`src/rtl/commit_queue.sv`:
```
// Commit queue: DEPTH-entry FIFO of retired-instruction records feeding the difftest outputs,
// with sticky trap detection and cycle/instruction counters. Optional: COMMIT_QUEUE_BYPASS_EN.
module commit_queue #(
  parameter int unsigned XLEN    = 64,
  parameter int unsigned DEPTH   = 4,
  parameter logic [6:0]  TRAP_OP = 7'h6b
) (
  input  logic            clock,
  input  logic            reset,
  input  logic            in_valid,
  output logic            in_ready,
  input  logic [XLEN-1:0] in_pc,
  input  logic [31:0]     in_inst,
  input  logic            in_wen,
  input  logic [4:0]      in_wdest,
  input  logic [XLEN-1:0] in_wdata,
  input  logic [7:0]      in_code,
  input  logic            out_ready,
  output logic            out_valid,
  output logic [XLEN-1:0] out_pc,
  output logic [31:0]     out_inst,
  output logic            out_wen,
  output logic [7:0]      out_wdest,
  output logic [XLEN-1:0] out_wdata,
  output logic            trap_valid,
  output logic [7:0]      trap_code,
  output logic [XLEN-1:0] trap_pc,
  output logic [XLEN-1:0] cycle_cnt,
  output logic [XLEN-1:0] instr_cnt
);

  localparam int unsigned AW = $clog2(DEPTH);
  localparam logic [AW:0]      PTR_ONE = {{AW{1'b0}}, 1'b1};
  localparam logic [XLEN-1:0]  CNT_ONE = {{(XLEN-1){1'b0}}, 1'b1};

  typedef struct packed {
    logic [XLEN-1:0] pc;
    logic [31:0]     inst;
    logic            wen;
    logic [4:0]      wdest;
    logic [XLEN-1:0] wdata;
    logic [7:0]      code;
  } rec_t;

  rec_t            mem_q [DEPTH];
  rec_t            mem_d [DEPTH];
  logic [AW:0]     wr_ptr_q, wr_ptr_d, rd_ptr_q, rd_ptr_d;
  logic            out_valid_q, out_valid_d;
  logic [XLEN-1:0] out_pc_q, out_pc_d, out_wdata_q, out_wdata_d;
  logic [31:0]     out_inst_q, out_inst_d;
  logic            out_wen_q, out_wen_d;
  logic [4:0]      out_wdest_q, out_wdest_d;
  logic            trap_valid_q, trap_valid_d;
  logic [7:0]      trap_code_q, trap_code_d;
  logic [XLEN-1:0] trap_pc_q, trap_pc_d, cycle_cnt_q, cycle_cnt_d, instr_cnt_q, instr_cnt_d;

  rec_t in_rec, drain_rec;
  logic empty, full, push, pop, bypass, push_fifo, drain, is_trap;

  // Pointers carry one extra wrap bit so full and empty are distinguishable.
  assign empty     = (wr_ptr_q == rd_ptr_q);
  assign full      = (wr_ptr_q[AW] != rd_ptr_q[AW]) && (wr_ptr_q[AW-1:0] == rd_ptr_q[AW-1:0]);
  assign in_ready  = ~full & ~trap_valid_q;
  assign push      = in_valid & in_ready;
  assign pop       = out_ready & ~empty & ~trap_valid_q;
`ifdef COMMIT_QUEUE_BYPASS_EN
  assign bypass    = empty & out_ready & ~trap_valid_q & push;
`else
  assign bypass    = 1'b0;
`endif
  assign push_fifo = push & ~bypass;
  assign drain     = pop | bypass;
  assign in_rec    = '{pc: in_pc, inst: in_inst, wen: in_wen, wdest: in_wdest,
                       wdata: in_wdata, code: in_code};
  assign drain_rec = bypass ? in_rec : mem_q[rd_ptr_q[AW-1:0]];
  assign is_trap   = drain & (drain_rec.inst[6:0] == TRAP_OP);

  // Storage write: only the slot under the write pointer changes.
  always_comb begin
    mem_d = mem_q;
    if (push_fifo) begin
      mem_d[wr_ptr_q[AW-1:0]] = in_rec;
    end else begin
      mem_d = mem_q;
    end
  end

  // Next-state for pointers, drained record, trap latch and counters.
  always_comb begin
    wr_ptr_d     = push_fifo ? (wr_ptr_q + PTR_ONE) : wr_ptr_q;
    rd_ptr_d     = pop ? (rd_ptr_q + PTR_ONE) : rd_ptr_q;
    out_valid_d  = drain;
    out_pc_d     = out_pc_q;
    out_inst_d   = out_inst_q;
    out_wen_d    = out_wen_q;
    out_wdest_d  = out_wdest_q;
    out_wdata_d  = out_wdata_q;
    trap_valid_d = trap_valid_q;
    trap_code_d  = trap_code_q;
    trap_pc_d    = trap_pc_q;
    instr_cnt_d  = instr_cnt_q;
    if (drain) begin
      out_pc_d    = drain_rec.pc;
      out_inst_d  = drain_rec.inst;
      out_wen_d   = drain_rec.wen;
      out_wdest_d = drain_rec.wdest;
      out_wdata_d = drain_rec.wdata;
      instr_cnt_d = instr_cnt_q + CNT_ONE;
    end else begin
      instr_cnt_d = instr_cnt_q;
    end
    if (is_trap) begin
      trap_valid_d = 1'b1;
      trap_code_d  = drain_rec.code;
      trap_pc_d    = drain_rec.pc;
    end else begin
      trap_valid_d = trap_valid_q;
    end
    if (trap_valid_q) begin
      cycle_cnt_d = cycle_cnt_q;
    end else begin
      cycle_cnt_d = cycle_cnt_q + CNT_ONE;
    end
  end

  // Record storage; contents are don't-care until written, so no reset.
  always_ff @(posedge clock) begin
    mem_q <= mem_d;
  end

  // Control and output registers with synchronous reset.
  always_ff @(posedge clock) begin
    if (reset) begin
      wr_ptr_q     <= '0;
      rd_ptr_q     <= '0;
      out_valid_q  <= 1'b0;
      out_pc_q     <= '0;
      out_inst_q   <= 32'd0;
      out_wen_q    <= 1'b0;
      out_wdest_q  <= 5'd0;
      out_wdata_q  <= '0;
      trap_valid_q <= 1'b0;
      trap_code_q  <= 8'd0;
      trap_pc_q    <= '0;
      cycle_cnt_q  <= '0;
      instr_cnt_q  <= '0;
    end else begin
      wr_ptr_q     <= wr_ptr_d;
      rd_ptr_q     <= rd_ptr_d;
      out_valid_q  <= out_valid_d;
      out_pc_q     <= out_pc_d;
      out_inst_q   <= out_inst_d;
      out_wen_q    <= out_wen_d;
      out_wdest_q  <= out_wdest_d;
      out_wdata_q  <= out_wdata_d;
      trap_valid_q <= trap_valid_d;
      trap_code_q  <= trap_code_d;
      trap_pc_q    <= trap_pc_d;
      cycle_cnt_q  <= cycle_cnt_d;
      instr_cnt_q  <= instr_cnt_d;
    end
  end

  assign out_valid  = out_valid_q;
  assign out_pc     = out_pc_q;
  assign out_inst   = out_inst_q;
  assign out_wen    = out_wen_q;
  assign out_wdest  = {3'd0, out_wdest_q};
  assign out_wdata  = out_wdata_q;
  assign trap_valid = trap_valid_q;
  assign trap_code  = trap_code_q;
  assign trap_pc    = trap_pc_q;
  assign cycle_cnt  = cycle_cnt_q;
  assign instr_cnt  = instr_cnt_q;

endmodule

```
`config.mk`:
```
export PLATFORM = sky130hd
export DESIGN_NAME = commit_queue
export DESIGN_NICKNAME = d
export VERILOG_FILES = /design/src/rtl/commit_queue.sv
export SDC_FILE = /design/constraint.sdc
export NUM_CORES = 1
export LEC_CHECK = 0
export BUFFER_PORTS_ARGS = -buffer_cell sky130_fd_sc_hd__buf_2
export CAP_MARGIN = 20
export CORE_MARGIN = 1.5
export CORE_UTILIZATION = 44
export CTS_CLUSTER_DIAMETER = 80
export DETAILED_ROUTE_END_ITERATION = 16
export PLACE_DENSITY = 0.75
export SYNTH_ARGS = -nofsm -noshare
export SYNTH_HDL_FRONTEND = slang
export SYNTH_SLANG_ARGS = --single-unit
export TNS_END_PERCENT = 10
```
`constraint.sdc`:
```
create_clock -name clock -period 12.6 [get_ports clock]
set_clock_uncertainty 0.2 [all_clocks]
set_input_delay 1.89 -clock clock [delete_from_list [all_inputs] [get_ports clock]]
set_output_delay 1.89 -clock clock [all_outputs]
set_load 0.03 [all_outputs]
```
==> run_summary.xml <==
<?xml version="1.0" encoding="UTF-8"?>
<metrics>
  <group name="timing">
    <metric name="hold_slack" unit="ps">248.5</metric>
    <metric name="worst-slew-pin-transition" unit="ps">1255</metric>
    <metric name="setup_viol_count_final" unit="">0</metric>
    <metric name="hold_viol" unit="">0</metric>
    <metric name="setup-tns-final" unit="ps">0</metric>
    <metric name="timing.fmax" unit="GHz">0.1843</metric>
    <metric name="final-max-slew-violation-count" unit="">0</metric>
    <metric name="rsz0062_at_grt" unit="">no</metric>
    <metric name="slew_headroom" unit="%">16.34</metric>
    <metric name="final_cycle_utilization_of_the_critical_path" unit="%">43.05</metric>
    <metric name="finalWorstPathRequiredPeriod" unit="ps">5425</metric>
  </group>
  <group name="clock_tree">
    <metric name="tritoncts" unit="">built</metric>
    <metric name="cts_num_sinks" unit="">1070</metric>
    <metric name="post_cts_buffers" unit="">0</metric>
    <metric name="cts_max_path_buffers" unit="">3</metric>
    <metric name="clkSlewWorstSetupHoldPaths" unit="ps">60</metric>
    <metric name="cts_inserted_buffers" unit="">107</metric>
    <metric name="clock_latency" unit="ps">680</metric>
    <metric name="cts_hold_buffers" unit="">0</metric>
    <metric name="root_buffer" unit="">sky130_fd_sc_hd__clkbuf_16</metric>
    <metric name="clock_tree.htree_level_count" unit="">3</metric>
    <metric name="post_cts_resize_count" unit="">0</metric>
  </group>
  <group name="synthesis">
    <metric name="synth_area_leaders" unit="">sky130_fd_sc_hd__edfxtp_1 (52%), sky130_fd_sc_hd__dfxtp_1 (19%), sky130_fd_sc_hd__mux4_2 (9.8%), sky130_fd_sc_hd__nand2_1 (4.9%), sky130_fd_sc_hd__a21oi_1 (3.8%)</metric>
    <metric name="count_of_flip_flops_with_a_built_in_enable_after_synthesis" unit="">696</metric>
    <metric name="synth_cell_types" unit="">61</metric>
    <metric name="ys_async_sr_fraction" unit="%">0</metric>
    <metric name="post-synth-top-area-fraction" unit="%">52.38</metric>
    <metric name="postSynthRegisterBits" unit="">1070</metric>
    <metric name="ys_dominant_reg_cell" unit="">sky130_fd_sc_hd__edfxtp_1</metric>
    <metric name="synth_seq_area_share" unit="%">71.14</metric>
    <metric name="synthDominantAreaCellType" unit="">sky130_fd_sc_hd__edfxtp_1</metric>
    <metric name="area_of_the_mapped_netlist" unit="mm²">0.03990</metric>
    <metric name="synthesis.area_per_instance" unit="µm²">14.45</metric>
    <metric name="ys.warnings.count" unit="">0</metric>
    <metric name="postSynthCellCount" unit="">2762</metric>
  </group>
  <group name="floorplan">
    <metric name="placeableCoreArea" unit="mm²">0.08987</metric>
    <metric name="chipWidth" unit="µm">304.2</metric>
    <metric name="die-area" unit="mm²">0.09251</metric>
    <metric name="die_h" unit="µm">304.2</metric>
    <metric name="floorplan.io_pins" unit="">550</metric>
    <metric name="starting_density_of_the_core" unit="%">44.40</metric>
    <metric name="core.rowCount" unit="">110</metric>
  </group>
  <group name="power_and_ir_drop">
    <metric name="p_per_area" unit="mW/mm²">179.0</metric>
    <metric name="peakVddDrop" unit="µV">164.7</metric>
    <metric name="cellLeakagePower" unit="µW">0.01647</metric>
  </group>
  <group name="grt">
    <metric name="grt_max_degree" unit="">181</metric>
    <metric name="grt_overflow_total" unit="">0</metric>
    <metric name="vias_in_the_first_global_route" unit="">24150</metric>
    <metric name="global_route_wire_length_before_repair" unit="µm">149400</metric>
    <metric name="grtUsageTotal" unit="%">21.13</metric>
    <metric name="grt_antenna_before_repair" unit="">29</metric>
  </group>
  <group name="worst_setup_path">
    <metric name="critical_path_type" unit="">in -&gt; reg</metric>
    <metric name="worst_reg2reg_path_depth" unit="">5</metric>
    <metric name="worst-endpoint-arrival" unit="ps">5510</metric>
    <metric name="crit_path_end_kind" unit="">register</metric>
    <metric name="worst_setup_path_start_kind" unit="">input port</metric>
    <metric name="worst-endpoint-required" unit="ps">12680</metric>
    <metric name="worst-path-max-fanout" unit="">68</metric>
  </group>
  <group name="job">
    <metric name="max_cap_violations" unit="">0</metric>
  </group>
  <group name="routing">
    <metric name="remaining_drc_errors" unit="">0</metric>
    <metric name="vias_per_inst" unit="">5.469</metric>
    <metric name="total_routed_length" unit="µm">100100</metric>
    <metric name="route.detailed.wl_per_inst" unit="µm">21.94</metric>
    <metric name="vias" unit="">24950</metric>
    <metric name="route.antenna.remaining_nets" unit="">0</metric>
    <metric name="dr_pass1_iterations" unit="">5</metric>
    <metric name="first_iter_violations" unit="">2581</metric>
  </group>
  <group name="placement">
    <metric name="portBuffers" unit="">546</metric>
    <metric name="detailedPlacementHpwl" unit="µm">62430</metric>
    <metric name="routabilityCongestion" unit="">0.8545</metric>
  </group>
  <group name="final_layout">
    <metric name="multi_input_comb_area" unit="mm²">0.01078</metric>
    <metric name="final_cell_mix" unit="">sky130_fd_sc_hd__edfxtp_1 (696), sky130_fd_sc_hd__buf_2 (545), sky130_fd_sc_hd__nand2_1 (521)</metric>
    <metric name="syn2layout_area_growth" unit="%">18.51</metric>
    <metric name="num-nets-final" unit="">3461</metric>
    <metric name="fillerInstances" unit="">7293</metric>
    <metric name="layout-drive-gt1-share" unit="%">27.97</metric>
    <metric name="sequential_standard_cell_area" unit="mm²">0.02839</metric>
    <metric name="layout_commonest_cell" unit="">sky130_fd_sc_hd__edfxtp_1</metric>
  </group>
  <group name="hold_path">
    <metric name="holdCritPathClass" unit="">reg -&gt; reg</metric>
    <metric name="hold_path_depth" unit="">2</metric>
  </group>
  <group name="outcome">
    <metric name="outcome" unit="">completed</metric>
  </group>
</metrics>
-- flip-flops by register name (all words and copies together), names as in the netlist, 3 cells and up --
name / count
out_wdest_q: 5
mem_q: 696
trap_pc: 64
trap_code: 8
out_inst: 32
out_pc: 64
instr_cnt: 64
out_wdata: 64
cycle_cnt: 64
rd_ptr_q: 3
wr_ptr_q: 3
-- through the flow --
stage | cells | utilization [%] | setup slack, ps | instance area [µm²] | power, µW
detailed placement | 4343 | 48.57 | 6419 | 43660 | 5361
finish | 4562 | 52.62 | 7175 | 47290 | 8466
global placement | 4343 | 48.57 | 6504 | 43660 | 5339
CTS | 4547 | 52.58 | 7158 | 47250 | 8551
global route | 4559 | 52.61 | 6927 | 47280 | 8772
floorplan | 2764 | - | 5315 | 39910 | 4970
-- cells in the mapped netlist (33+ instances only) --
master                       n
sky130_fd_sc_hd__xnor2_1    42
sky130_fd_sc_hd__nand4_1    49
sky130_fd_sc_hd__or4_1      33
sky130_fd_sc_hd__clkbuf_1  100
sky130_fd_sc_hd__nand3_1    45
sky130_fd_sc_hd__nand2_1   521
sky130_fd_sc_hd__a21oi_1   305
sky130_fd_sc_hd__dfxtp_1   374
sky130_fd_sc_hd__edfxtp_1  696
sky130_fd_sc_hd__o31ai_1    33
sky130_fd_sc_hd__nor2_1     87
sky130_fd_sc_hd__buf_2      47
sky130_fd_sc_hd__mux4_2    174
-- layout make-up --
type                       count  share of cell area, %
antenna                       15                0.07937
clock buffer                 145                  6.514
clock inverter                59                  1.095
inverter                      17                 0.1349
multi-input combinational   1514                  22.80
sequential                  1070                  60.04
tap                         1176                  3.111
timing repair buffer         566                  6.223
-- power breakdown --
group | switching [µW] | internal, µW | total, µW
Clock | 1330 | 1860 | 3200
Sequential | 97.6 | 3960 | 4060
Combinational | 782 | 432 | 1210
Total | 2210 | 6250 | 8470
-- layer usage --
layer	vias to the layer above	track usage [%]	routed length, µm
li1	11400	-	-
met3	181	5.195	7850
met1	12400	28.12	41460
met4	28	7.725	2738
met5	-	0	180
met2	934	33.76	47860
-- logic make-up (layout without fill, tap and decap cells) --
logic type               Yosys count  count (layout)  synth area share, %
AO/OA/AOI/OAI                    379             379                5.076
other                              1              18             0.009397
XOR/XNOR                          63              63                1.402
adder cells (fa/ha/maj)            7               7               0.2195
buffers and inverters            180             787                1.916
flip-flops                      1070            1070                71.14
multiplexers                     181             181                10.01
AND/OR/NAND/NOR                  881             881                10.22
-- worst max-delay path, stage by stage --
cell and delay (ps):
sky130_fd_sc_hd__buf_2 90, sky130_fd_sc_hd__inv_1 80, sky130_fd_sc_hd__a311oi_1 740, sky130_fd_sc_hd__and2_4 740, sky130_fd_sc_hd__buf_4 920, sky130_fd_sc_hd__buf_4 910
-- worst paths after layout --
path,slack [ps],end,from
setup reg to reg,7710,mem_q[503],rd_ptr_q[0]
hold reg to reg,250,trap_pc[28],trap_pc[28]
hold / removal,250,trap_pc[28],trap_pc[28]
setup / recovery,7180,mem_q[503],in_valid
No activity file was read; power rests on OpenSTA's default activity.
